### src/rtl/register_load_sequencer.sv
// Register-file load sequencer: collects two operands over a valid/ready stream, strobes
// LDA/LDB, waits a fixed execute latency, strobes LDO and returns the captured result.
module register_load_sequencer #(
  parameter int INPUT_WIDTH  = 4,
  parameter int OUTPUT_WIDTH = 8,
  parameter int EXEC_CYCLES  = 2
) (
  input  logic                    clk,
  input  logic                    reset,
  input  logic [INPUT_WIDTH-1:0]  in_data,
  input  logic                    in_valid,
  output logic                    in_ready,
  output logic [INPUT_WIDTH-1:0]  a_data,
  output logic [INPUT_WIDTH-1:0]  b_data,
  output logic                    lda,
  output logic                    ldb,
  output logic                    ldo,
  input  logic [OUTPUT_WIDTH-1:0] o_data,
  output logic [OUTPUT_WIDTH-1:0] res_data,
  output logic                    res_valid,
  input  logic                    res_ready,
  output logic                    busy
);

  // Latencies below one cycle are clamped to one.
  localparam int         ExecEff = (EXEC_CYCLES < 1) ? 1 : EXEC_CYCLES;
  localparam logic [3:0] CntLoad = 4'(ExecEff - 1);

  typedef enum logic [2:0] {
    StIdle,
    StLoadA,
    StWaitB,
    StLoadB,
    StExec,
    StLoadO,
    StCapture,
    StResult
  } state_e;

  state_e                  state_q, state_d;
  logic [3:0]              cnt_q, cnt_d;
  logic [INPUT_WIDTH-1:0]  a_q, a_d;
  logic [INPUT_WIDTH-1:0]  b_q, b_d;
  logic [OUTPUT_WIDTH-1:0] res_q, res_d;
  logic                    in_ready_q;
  logic                    lda_q, ldb_q, ldo_q;
  logic                    res_valid_q;
  logic                    busy_q;
  logic                    in_xfer;
  logic                    out_xfer;

  assign in_xfer  = in_valid && in_ready_q;
  assign out_xfer = res_valid_q && res_ready;

  always_comb begin
    state_d = state_q;
    cnt_d   = cnt_q;
    a_d     = a_q;
    b_d     = b_q;
    res_d   = res_q;
    unique case (state_q)
      StIdle: begin
        if (in_xfer) begin
          a_d     = in_data;
          state_d = StLoadA;
        end
      end
      StLoadA: state_d = StWaitB;
      StWaitB: begin
        if (in_xfer) begin
          b_d     = in_data;
          state_d = StLoadB;
        end
      end
      StLoadB: begin
        cnt_d   = CntLoad;
        state_d = StExec;
      end
      StExec: begin
        if (cnt_q == 4'd0) begin
          state_d = StLoadO;
        end else begin
          cnt_d = cnt_q - 4'd1;
        end
      end
      StLoadO: state_d = StCapture;
      StCapture: begin
        // O register was written by the LDO strobe one cycle earlier.
        res_d   = o_data;
        state_d = StResult;
      end
      StResult: begin
        if (out_xfer) begin
          state_d = StIdle;
        end
      end
      default: state_d = StIdle;
    endcase
  end

  // Outputs are decoded from the next state and registered so they align with state_q.
  always_ff @(posedge clk) begin
    if (!reset) begin
      state_q     <= StIdle;
      cnt_q       <= 4'd0;
      a_q         <= '0;
      b_q         <= '0;
      res_q       <= '0;
      in_ready_q  <= 1'b1;
      lda_q       <= 1'b0;
      ldb_q       <= 1'b0;
      ldo_q       <= 1'b0;
      res_valid_q <= 1'b0;
      busy_q      <= 1'b0;
    end else begin
      state_q     <= state_d;
      cnt_q       <= cnt_d;
      a_q         <= a_d;
      b_q         <= b_d;
      res_q       <= res_d;
      in_ready_q  <= (state_d == StIdle) || (state_d == StWaitB);
      lda_q       <= (state_d == StLoadA);
      ldb_q       <= (state_d == StLoadB);
      ldo_q       <= (state_d == StLoadO);
      res_valid_q <= (state_d == StResult);
      busy_q      <= (state_d != StIdle);
    end
  end

  assign in_ready  = in_ready_q;
  assign a_data    = a_q;
  assign b_data    = b_q;
  assign lda       = lda_q;
  assign ldb       = ldb_q;
  assign ldo       = ldo_q;
  assign res_data  = res_q;
  assign res_valid = res_valid_q;
  assign busy      = busy_q;

  a_strobe_onehot: assert property (@(posedge clk) disable iff (!reset)
    $onehot0({lda, ldb, ldo}));

  a_res_stable: assert property (@(posedge clk) disable iff (!reset)
    (res_valid && !res_ready) |=> (res_valid && $stable(res_data)));

endmodule
### config.mk
export PLATFORM = sky130hd
export DESIGN_NAME = register_load_sequencer
export DESIGN_NICKNAME = d
export VERILOG_FILES = /design/src/rtl/register_load_sequencer.sv
export SDC_FILE = /design/constraint.sdc
export NUM_CORES = 1
export LEC_CHECK = 0
export CAP_MARGIN = 20
export CORE_MARGIN = 1.5
export CORE_UTILIZATION = 40
export DETAILED_ROUTE_END_ITERATION = 8
export GPL_TIMING_DRIVEN = 0
export HOLD_SLACK_MARGIN = 0.06
export PLACE_DENSITY_LB_ADDON = 0.3
export RECOVER_POWER = 100
export SYNTH_ARGS = -nofsm -noshare
export SYNTH_HDL_FRONTEND = slang
export SYNTH_SLANG_ARGS = --single-unit
### constraint.sdc
create_clock -name clk -period 1.7 [get_ports clk]
set_clock_uncertainty 0.2 [all_clocks]
set_input_delay 0.255 -clock clk [delete_from_list [all_inputs] [get_ports clk]]
set_output_delay 0.255 -clock clk [all_outputs]
set_load 0.1 [all_outputs]
# After elaboration in Yosys (flattened, before gate mapping)
# Index checks and enable logic that the tools add are counted.
word_totals:
  ff_bits: 29
  in_bits: 16
  out_inout_bits: 22
  wordCells: 43
op_classes:
  add_sub_neg: 1
  n_eq_ne: 13
  n_mux: 7
  reduce_logical: 11
ops:
  columns: ["op", "n"]
  rows:
  - ["$pmux W3 S8", 1]
  - ["$eq A3 B3 Y1 const B", 6]
  - ["$eq A3 B2 Y1 const B", 4]
  - ["$mux W3", 4]
  - ["$pmux W4 S2", 1]
  - ["$eq A3 B1 Y1 const B", 2]
  - ["$logic_not A3 Y1", 2]
  - ["$reduce_and A2 Y1", 3]
  - ["$logic_not A4 Y1", 1]
  - ["$mux W4", 1]
  - ["$sub A4 B1 Y4 const B", 1]
  - ["$reduce_bool A3 Y1", 1]
  - ["$logic_and A1 B1 Y1", 2]
  - ["$ne A2 B2 Y1 const B", 1]
  - ["$reduce_bool A2 Y1", 1]
  - ["$logic_or A1 B1 Y1", 1]

# Logic depth before layout (Yosys ltp)
# Gate-level depths: netlist of run 1.
depth:
  depth_word: 5
  mapped_depth: 5
  mapped_depth_nobuf: 5

# Worst setup path after synthesis of run 1
# Ideal clock, no wire load.
synth_path:
  path_kind: "reg2reg"
  from: "register in_ready_q (netlist: in_ready)"
  to: "register in_ready_q (netlist: in_ready)"
  setup_time_ns: 0.117
  arrival_ns: 1.670
  required_ns: 1.383
  slack_ns: -0.287
  stages_incl_launch_ff: 4
  path_buffers: 0
  synth_period_minus_slack_ns: 1.987
  path_cell_list: "dfxtp_1 > and4bb_2 > nand2_1 > and4b_1"
synth_via:
  elab_chain_cells: 5
  word_cells_on_any_way: 7
  classes_between: "eq/ne: 1; mux: 3; reduce/logical: 3"
synth_rtl:
  columns: ["item", "line_no", "source"]
  rows:
  - ["start: declaration", "45", "logic in_ready_q;"]
  - ["start signal: assignment", "121", "in_ready_q <= (state_d == StIdle) || (state_d == StWaitB);"]
  - ["$logic_and A1 B1 Y1 *", "52", "assign in_xfer = in_valid && in_ready_q;"]
  - ["$mux W3 (on tied branches)", "70, 63", null]
  - ["$pmux W3 S8 *", "61", "unique case (state_q)"]
  - ["$eq A3 B2 Y1 or $logic_not A3 Y1 (tied branches)", "121", null]
  - ["$logic_or A1 B1 Y1 *", "121", null]
# Every way passes the cells marked *; elsewhere a longest branch is shown, timed or not.
# A chain may end at the register's enable or synchronous reset.

# Worst setup path in the final report of run 1
layout_path:
  from: "register state_q[0]"
  to: "register cnt_q[3]"
layout_via:
  elab_chain_cells: 3
  word_cells_on_any_way: 6
  classes_between: "eq/ne: 3; mux: 1; reduce/logical: 2"
layout_rtl:
  columns: ["item", "line_no", "source"]
  rows:
  - ["start: declaration", "40", "state_e state_q, state_d;"]
  - ["start signal: assignment", "104", "state_q <= StIdle;"]
  - ["start signal: assignment", "116", "state_q <= state_d;"]
  - ["$eq A3 B3 Y1 or $eq A3 B2 Y1 (tied branches)", "61", null]
  - ["$ne A2 B2 Y1 (no line) or $reduce_bool A2 Y1 (tied branches)", null, null]
  - ["$reduce_and A2 Y1 (no line)", null, null]
  - ["end signal: assignment", "117", "cnt_q <= cnt_d;"]
  - ["end: declaration", "41", "logic [3:0] cnt_q, cnt_d;"]
# Several ways; a longest one is shown, not always the timed one.

==> results_dict.tcl, run 1 <==
set metrics [dict create \
    outcome "finished with violations" \
    violations "setup timing" \
    drtIter0Drc 39 \
    initial_core_util_pct 42.6 \
    cp_max_fo 6 \
    synth_top_area_share_pct 49.0 \
    antenna_found_initial 0 \
    grt_pass1_wl_mm 4.82 \
    syn-cell-area_um2 1180 \
    drive_gt1_share_pct 33.1 \
    worst_slew_pin_slew_ps 551 \
    dp.cells 196 \
    synth_area_per_cell_um2 9.19 \
    die_area_um2 3300 \
    place.gp.congestion 0.771 \
    worst-setup-path-type "register to register" \
    drtAntennaViolNets 0 \
    wl_per_cell_um 14.1 \
    synth.distinct_cells 30 \
    clock_path_buffers 2 \
    port_buffers 36 \
    worst_slack_ps -2.42 \
    grt_max_degree 11 \
    io_pins 38 \
    required_ps 1770 \
    async_reset_ff_share_pct 0 \
    yosysMostFrequentCell "dfxtp_1" \
    place_hpwl_mm 2.12 \
    cts.sinks 29 \
    numCtsBuffers 5 \
    die_w_um 57.4 \
    layout.cells.non_filler 209 \
    synth_area_leaders "dfxtp_1 49%, mux2i_1 6.8%, a21oi_1 5.9%, o21ai_0 5.1%, nand3_1 4.2%" \
    startpoint_type "register" \
    synth_nets 147 \
    netlist_top_cells_count "29 x dfxtp_1, 14 x a21oi_1, 12 x o21ai_0, 10 x nand3_1, 10 x nor2_1" \
    vias 1159 \
    grt.total_usage_pct 19.5 \
    hold_path.class "primary input to register" \
    synth_seq_cells 29 \
    n_antenna_cell 0 \
    cp-end-kind "register" \
    multi_input_area_um2 609 \
    clk_transition_reported_paths_ps 90 \
    p_per_area_nw_per_um2 988 \
    nFillCells 239 \
    setup_viol 2 \
    timing.fmax_ghz 0.587 \
    htree_levels 2 \
    root_buffer "clkbuf_4" \
    synth_edf_count 0 \
    cts_tree "yes" \
    finalCritPeriodShare_pct 100 \
    yosys.area.top_type "dfxtp_1" \
    ir_drop_mv 0.820 \
    drc 0 \
    core_um2 2780 \
    drt-pass1-iter-count 4 \
    rrSetupSlack_ps -2 \
    cp.arrival_ps 1770 \
    syn_inst 129 \
    cellLeakagePower_uw 0.000752 \
    first_global_vias 1086 \
    syn2layout_area_growth_pct 45.5 \
    relSlewSlack_pct 63.5 \
    grt_overflow 0 \
    whs_ps 118 \
    register_area_um2 588 \
    hold_viol 0 \
    rows 19 \
    synth_flop_cell "dfxtp_1" \
    maxCapViolations 0 \
    min_period_ps 1700 \
    rsz0062_at_grt "yes" \
    yosysWarnings 0 \
    nNetsFinal 195 \
    wl_mm 2.95 \
    ys_seq_area_share_pct 49.0 \
    clock_latency_ps 330 \
    report.final.slew_viol_count 0 \
    via_per_inst 5.55 \
    die-height_um 57.4 \
]
power breakdown:
group | internal (µW) | total, µW | switching, µW
Combinational | 110 | 391 | 281
Clock | 351 | 584 | 233
Sequential | 711 | 729 | 18.0
Total | 1170 | 1700 | 532
cells in the final DEF (no fill, tap or decap), types with 6 or more instances in the layout:
| master | n |
|---|---|
| nand3_1 | 10 |
| dfxtp_1 | 23 |
| o21ai_0 | 12 |
| a21oi_1 | 11 |
| buf_2 | 10 |
| dfxtp_2 | 6 |
| nand2_1 | 6 |
| nor2_1 | 10 |
| clkdlybuf4s50_1 | 14 |
| mux2i_1 | 8 |
metal layers:
layer,vias to the layer above,wire length (µm),GRT usage (%)
met2,29,1430,31.5
met4,0,65,11.0
met3,8,140,5.90
li1,556,-,-
met1,566,1310,22.9
met5,-,0,0
flip-flops by register name, summed over array words and instances, names as in the netlist:
signal,cells
res_data,8
in_ready,1
state_q,3
lda,1
res_valid,1
ldo,1
ldb,1
busy,1
a_data,4
cnt_q,4
b_data,4
repair_timing:
action	4_1_cts	5_1_grt
resized for setup	86	33
pin swaps	5	3
setup endpoints to repair	29	30
setup buffers	5	1
hold buffers	0	0
path summary, 6_finish.rpt:
path | start | to | cells past startpoint
setup / recovery | state_q[0]$_SDFF_PN0_ | cnt_q[3]$_SDFFE_PN0P_ | 3
setup reg to reg | state_q[0]$_SDFF_PN0_ | cnt_q[3]$_SDFFE_PN0P_ | 3
hold reg to reg | b_data[1]$_SDFFE_PN0P_ | b_data[1]$_SDFFE_PN0P_ | 2
hold / removal | reset | cnt_q[0]$_SDFFE_PN0P_ | 2
critical path, cell delays in order, from the launching register on:
cell and delay, ps:
dfxtp_2 340, or3b_4 430, or4_4 530, a21oi_2 150
area by class of cell:
class	count	share of cell area [%]
repair buffers	42	20.6
well taps	31	2.25
flip-flops and latches	29	34.1
plain buffers	6	1.52
inverters	5	1.23
multi-input cells	88	35.3
clock inverters	1	1.74
clock buffers	7	3.19
kinds of logic after synthesis:
kind of cell | after synthesis | synth area share, %
AND/OR/NAND/NOR | 45 | 21.9
AO/OA/AOI/OAI | 31 | 14.8
flip-flops | 29 | 49.0
buffers and inverters | 12 | 4.01
multiplexers | 8 | 6.76
XOR/XNOR | 2 | 1.48
adder cells (fa/ha/maj) | 2 | 2.11
through the flow:
| step | TNS (ps) | instance area (µm²) | setup WS, ps | util [%] | power, µW |
|---|---|---|---|---|---|
| 3_5_place_dp | -4970 | 1600 | -235 | 57.4 | 1130 |
| 4_1_cts | -129 | 1770 | -72.2 | 63.7 | 1710 |
| 3_3_place_gp | -4520 | 1600 | -235 | 57.4 | 1130 |
| 2_1_floorplan | 0 | 1200 | 11.9 | - | 1020 |
| 5_1_grt | -210 | 1720 | -44.5 | 62.0 | 1770 |
| 6_report | -2.85 | 1720 | -2.42 | 62.0 | 1700 |
Note: power is estimated with default switching activity, not from simulation.
==> run 2: changes to the inputs <==
clock period = 1.53 ns   (was 1.7 ns; I/O delays follow)
==> run 2 against run 1 <==
Against the previous run: the flow still finishes with violations (setup timing); sequential share of layout area about the same; global-route usage down 0.34 points; maximum frequency up 2.6%; combinational power up 14%; flip-flop and latch count unchanged; first-iteration DRC count down 38%; setup slack worse by 130 ps; count of clock-buffer cells in the layout unchanged; die area unchanged; clock power down 9.6%; core utilization up 1.1 points; final cell count up 0.96%; highest routed layer unchanged.
==> results_dict.tcl, run 2 (same netlist as run 1, synthesis figures left out) <==
set metrics [dict create \
    grt_overflow 0 \
    first_global_vias 1032 \
    clock_latency_ps 330 \
    root_buffer "clkbuf_4" \
    r2r_start "state_q[0]$_SDFF_PN0_" \
    critPathTopFamily "simple AND/OR/NAND/NOR gates" \
    cp-end-kind "register" \
    syn2layout_area_growth_pct 48.0 \
    reg2reg_depth 3 \
    place_hpwl_mm 2.04 \
    clock_path_buffers 2 \
    drc 0 \
    violations "setup timing" \
    startpoint_type "register" \
    p_per_area_nw_per_um2 1020 \
    rsz0062_at_grt "yes" \
    largest_reg_flops 8 \
    cts_tree "yes" \
    drive_gt1_share_pct 39.4 \
    initial_core_util_pct 42.6 \
    clk_transition_reported_paths_ps 90 \
    htree_levels 2 \
    n_antenna_cell 0 \
    layout_common_cells "16 x clkbuf_4, 15 x dfxtp_1, 14 x dfxtp_2, 14 x clkdlybuf4s50_1, 14 x buf_4" \
    timing.fmax_ghz 0.602 \
    hold_path_end "ldb$_SDFF_PN0_" \
    worst_slack_ps -130 \
    report.final.slew_viol_count 0 \
    path_cells "or3b_4 > or4_4 > a21oi_2" \
    place.gp.congestion 0.738 \
    drt-pass1-iter-count 4 \
    grt.total_usage_pct 19.2 \
    dp.cells 196 \
    fin_tns_setup_ps -649 \
    cellLeakagePower_uw 0.000766 \
    via_per_inst 5.43 \
    hold_path_depth 3 \
    nNetsFinal 197 \
    rows 19 \
    min_period_ps 1660 \
    grt_pass1_wl_mm 4.71 \
    worst-setup-path-type "register to register" \
    layout_commonest_cell "clkbuf_4" \
    layout.cells.non_filler 211 \
    drtIter0Drc 24 \
    die-height_um 57.4 \
    die_w_um 57.4 \
    hold_path.class "primary input to register" \
    wl_mm 2.94 \
    required_ps 1600 \
    ir_drop_mv 0.763 \
    core_um2 2780 \
    vias 1145 \
    io_pins 38 \
    wl_per_cell_um 13.9 \
    rrSetupSlack_ps -130 \
    finalCritPeriodShare_pct 109 \
    setup_viol 6 \
    grt_max_degree 11 \
    maxCapViolations 0 \
    worst_slew_pin_slew_ps 492 \
    die_area_um2 3300 \
    port_buffers 36 \
    slowest_stage "or4_4" \
    cp_num_buf_inv 0 \
    cts.sinks 29 \
    hold_start "reset" \
    antenna_found_initial 0 \
    drtAntennaViolNets 0 \
    cp_max_fo 5 \
    hold_viol 0 \
    r2r_end "cnt_q[2]$_SDFFE_PN0P_" \
    critPathMaxStageDelay_ps 490 \
    cp.arrival_ps 1730 \
    numCtsBuffers 5 \
    outcome "finished with violations" \
    relSlewSlack_pct 67.4 \
]
## run 2: layout make-up
class,count,area (µm²)
Timing Repair Buffer,44,373
Sequential cell,29,598
Fill cell,247,1030
Inverter,5,18.8
Multi-Input combinational cell,88,619
Clock inverter,1,5.00
Tap cell,31,38.8
Buffer,6,36.3
Clock buffer,7,65.1
## run 2: layer usage
metal  track usage (%)  vias up  wire length, µm
met4              11.0        0               67
met3              6.12        8              153
li1                  -      564                -
met5                 0        -                0
met2              29.2       27             1410
met1              23.7      546             1310
## run 2: metrics by stage
step	utilization, %	power (µW)	area [µm²]	setup slack (ps)	hold WS [ps]
6_report	63.1	1790	1750	-130	108
5_1_grt	63.1	1870	1750	-176	154
4_1_cts	59.9	1780	1670	-209	67.3
3_5_place_dp	57.8	1260	1610	-378	271
3_3_place_gp	57.8	1250	1610	-380	263
2_1_floorplan	-	1140	1210	-158	170
## run 2: worst register-to-register path, delay by kind of cell (launching register included)
kind | cells | cell delay (ps)
simple gates | 2 | 920
flops | 1 | 340
compound gates | 1 | 140
## run 2: power by group
group          internal [µW]  switching, µW
clock network            266            263
registers                793           18.9
logic                    132            315
## run 2: what timing repair did
action / in CTS / in global routing
resized for setup: 130 / 31
hold buffers: 2 / 0
buffers inserted: 4 / 2
pin swaps: 7 / 4
endpoints found under the hold margin: 2 / 0
setup endpoints to repair: 40 / 31
## run 2: worst max-delay path by stage
stage | start | to | slack (ps) | depth (start not counted)
after floorplan | state_q[1]$_SDFF_PN0_ | in_ready$_SDFF_PN1_ | -160 | 4
after global routing | state_q[0]$_SDFF_PN0_ | cnt_q[1]$_SDFFE_PN0P_ | -180 | 4
final | state_q[0]$_SDFF_PN0_ | cnt_q[2]$_SDFFE_PN0P_ | -130 | 3
after global placement | in_ready$_SDFF_PN1_ | in_ready | -380 | 1
after detailed placement | in_ready$_SDFF_PN1_ | in_ready | -380 | 1
after CTS | state_q[0]$_SDFF_PN0_ | in_ready$_SDFF_PN1_ | -210 | 4
==> run 3: changes to the inputs <==
CAP_MARGIN = default   (was 20)
==> results of run 3 <==
Final layout, timing and power as in run 2 (identical DEF).
